**config.mk**
```make
export PLATFORM = sky130hd
export DESIGN_NAME = sat_counter
export DESIGN_NICKNAME = d
export VERILOG_FILES = /design/src/rtl/sat_counter.sv
export SDC_FILE = /design/constraint.sdc
export NUM_CORES = 1
export LEC_CHECK = 0
export BUFFER_PORTS_ARGS = -buffer_cell sky130_fd_sc_hd__buf_2
export CORE_ASPECT_RATIO = 1.2
export CORE_UTILIZATION = 30
export DETAILED_ROUTE_END_ITERATION = 12
export GPL_ROUTABILITY_DRIVEN = 0
export GPL_TIMING_DRIVEN = 0
export PLACE_DENSITY = 0.57
export SLEW_MARGIN = 20
export SYNTH_ARGS = -nofsm -noshare
export SYNTH_HDL_FRONTEND = slang
export SYNTH_SLANG_ARGS = --single-unit
export TNS_END_PERCENT = 5
```
**constraint.sdc**
```tcl
create_clock -name clk -period 2.55 [get_ports clk]
set_clock_uncertainty 0.1 [all_clocks]
set_input_delay 0.3825 -clock clk [delete_from_list [all_inputs] [get_ports clk]]
set_output_delay 0.3825 -clock clk [all_outputs]
set_load 0.01 [all_outputs]
```
**src/rtl/sat_counter.sv**
```systemverilog
// Up-counter with an increment enable that sticks at all-ones instead of wrapping.
module sat_counter #(
  parameter int W = 32
) (
  input  logic         clk,
  input  logic         reset,
  input  logic         inc,
  output logic [W-1:0] count
);

  always_ff @(posedge clk or negedge reset) begin
    if (!reset) begin
      count <= '0;
    end else if (inc && (count != '1)) begin
      count <= count + 1'b1;
    end
  end

endmodule

```
Word-level counts from Yosys, hierarchy flattened

Index checks and enable logic that the tools add are counted.

Register bits: 32
Input bits: 3

$add $sub $neg: 1
Eq/ne operators: 1
Reduce and logical (&&, ||, !) cells: 1

Operators with widths:

| kind                    | count |
|---|---|
| $add A32 B1 Y32 const B | 1 |
| $ne A32 B32 Y1 const B  | 1 |
| $logic_and A1 B1 Y1     | 1 |

Longest topological paths before layout

Depth after elaboration: 2
Depth in mapped cells: 6

Worst setup path before layout

Ideal clock, no wire load.

Kind: flip-flop to flip-flop
From: register count[16]
To: register count[1]
Library setup time: 0.128 ns
Arrival: 1.797 ns
Path slack: 0.526 ns
Cell stages (with the launch flop): 6
Path buffers: 0
Path through: dfrtp_1 > nand4_2 > nor4_4 > nand2_2 > o31ai_4 > mux2_1

Word-level cells in the longest chain between the ends: 2

Ends and longest elaborated chain:

| item                   | line | RTL |
|---|---|---|
| from (decl)            | 8    | `output logic [W-1:0] count` |
| from (signal assigned) | 15   | `count <= count + 1'b1;` |
| $ne A32 B32 Y1         | 14   | `end else if (inc && (count != '1)) begin` |
| $logic_and A1 B1 Y1    | 14   |  |

No other way between the ends.
A chain may end at the register's enable or synchronous reset.

Worst setup path after layout

From: register count[23]
To: register count[10]

The elaborated chain is that of the path after synthesis.

==> metrics.txt <==
status=completed; vias in the first global route=around 1,300; largest register by flop count=count; gr usage total=approximately 14%; Cells after Synth=~150; Reg2Reg Depth=6; mux cell area share after synthesis=under 10%; Synth async-reset ratio=100.0%; most frequent cells in the layout=buf_2 (34), dfrtp_1 (32), xnor2_1 (24); hold slack=between 50 and 60 ps; Design Power=between 1 and 1.5 mW; worst-margin pin slew=about 700 ps; worst hold path class=input pin to async pin; top flop regs=count x32; Initial Util=30.87%; antenna cells=0; worst r2r src=count[23]; relative slew slack=51.95%; period utilisation layout=between 80 and 90%; clock latency on the worst-skew pair=280 ps; Seq/Total Area, Yosys=slightly below 50%; CP max FO=10; Final Hold Fails=0; final instance area=between 1500 and 2000 um^2; grt ovf=0; CTS Buf Count=5; clock sink count=32; Post-Syn Nets=around 160; Avg Inst Size Synth=10.76 um^2; CP Capture Type=register; layout net count=196; Worst Setup Slack, final=between 300 and 400 ps; DR WL/cell=about 15 um; cell count after placement=around 250; Post-CTS Setup Repair Bufs=0; die height=82.60 um; Port Buffers=34; first-pass GRT wire length=between 6000 and 7000 um; Core ar.=between 5000 and 6000 um^2; Rows=29; Post-Synth Simple-Gate Area=between 20 and 30%; Compound-Gate Fraction of Synth Area=3.236%; cts hold-fix bufs=0; filler instances=about 530; Synth Area in Adders=less than 1%; via/cell ratio=between 5 and 6; largest family of logic cells by synthesized area=simple AND/OR/NAND/NOR gates; Worst EP required=approximately 2700 ps; Die W=approximately 69 um; max reg flops=32; largest net degree at the start of global routing=33; io pins=35; RSZ-0062 raised after global routing=no; top_reg_cell synth=dfrtp_1; mapped cell area=1624 um^2; Gates resized, CTS repair=0; Netlist cell types=30; CTS tree=built; CTS root buf=clkbuf_8; DP Area=roughly 1900 um^2; worst r2r dst=count[10]; synthesis-stage register bit count=32; commonest non-fill, non-tap cell in the layout=buf_2; DR pass1 iterations=4; die area=approximately 5700 um^2; Clock transition at path regs=approximately 60 ps; DRT Wirelength=~3700 um; Setup violations, final=0; Area growth syn-to-layout=20.80%; Final HPWL DP=2778 um; initial antenna violation count=0; VDD IR max=about 0.29 mV; Final Non-Filler Cells=between 200 and 300; DR iter-0 viols=76; Final Core Density=37.29%; proportion of layout cells with a drive suffix above 1=roughly 27%; post-route ant nets=0; yosys warns=0; Final min period=2219 ps; Pleak=0.8947 nW; residual DRC count=0; startpoint types=register; FF-to-FF setup slack=about 330 ps; fin. max-slew vios=0; setup TNS=0 ps; fmax=~450 MHz; via count=1,309; WS Path Type=register to register; clock buffer depth=2; Post-Synth XOR/XNOR Area=15.64%; WP data arrival=approximately 2300 ps; Post-Place Worst Slack=between 300 and 400 ps; pwr dens=between 600 and 700 nW/um^2; H-tree Lvls=2; Max Cap Violations=0; Post-synth EDFFs=0
-- cell families (layout without fill, tap and decap cells) --
group                    after synthesis  count (layout)
AO/OA/AOI/OAI                          6               6
XOR/XNOR                              29              29
adder cells (fa/ha/maj)                1               1
buffers and inverters                  3              45
flip-flops                            32              32
multiplexers                           2               2
AND/OR/NAND/NOR                       78              78
-- final cells by class --
type / count / area (um^2) / share of cell area, %
Inverter: 1 / 3.754 / 0.1913
Tap cell: 62 / 77.57 / 3.954
Timing Repair Buffer: 34 / 170.2 / 8.673
Clock buffer: 8 / 90.09 / 4.592
Multi-Input combinational cell: 116 / 804.5 / 41.01
Sequential cell: 32 / 800.8 / 40.82
Buffer: 2 / 15.01 / 0.7653
-- routing by layer --
layer  routed length, um  global-route usage (%)
met2                1894                   25.83
met5                   0                       0
met4                  50                   4.898
met3                 141                   3.883
met1                1650                   16.70
-- critical path, cell delays in order (launching register included) --
cell,delay [ps]
dfrtp_1,460
nand4_1,220
nor4_4,510
nand4_1,360
buf_6,260
nand4_1,100
xnor2_1,120
-- synthesized netlist by cell type, types with 2 or more instances --
library cell,instances,share of area (%)
nor4_1,3,1.2
or4_4,2,1.4
xnor2_1,24,13
nand4_1,15,5.8
nor2_1,9,2.1
and3_1,2,0.77
nor3_2,2,1.2
a21oi_1,2,0.62
and4_1,4,2.2
o211ai_1,2,0.92
dfrtp_1,32,49
nand2_1,16,3.7
nor3_1,3,0.92
xor2_1,5,2.7
nand3_1,15,4.6
-- how the worst max path moves through the flow --
stage | from | slack, ps | depth (start not counted) | to
floorplan | count[16] | 530 | 5 | count[1]
detailed placement | count[23] | 330 | 5 | count[1]
finish | count[23] | 330 | 6 | count[10]
global route | count[4] | 80 | 6 | count[8]
global placement | count[23] | 330 | 5 | count[1]
CTS | count[23] | 320 | 5 | count[1]
-- report_power, final --
group / leakage, nW / internal (mW) / switching, mW / total, mW
clock network: 0.0455 / 0.220 / 0.180 / 0.400
registers: 0.434 / 0.564 / 0.0775 / 0.641
logic: 0.415 / 0.103 / 0.132 / 0.235
Power figures use the tool's default switching activity.
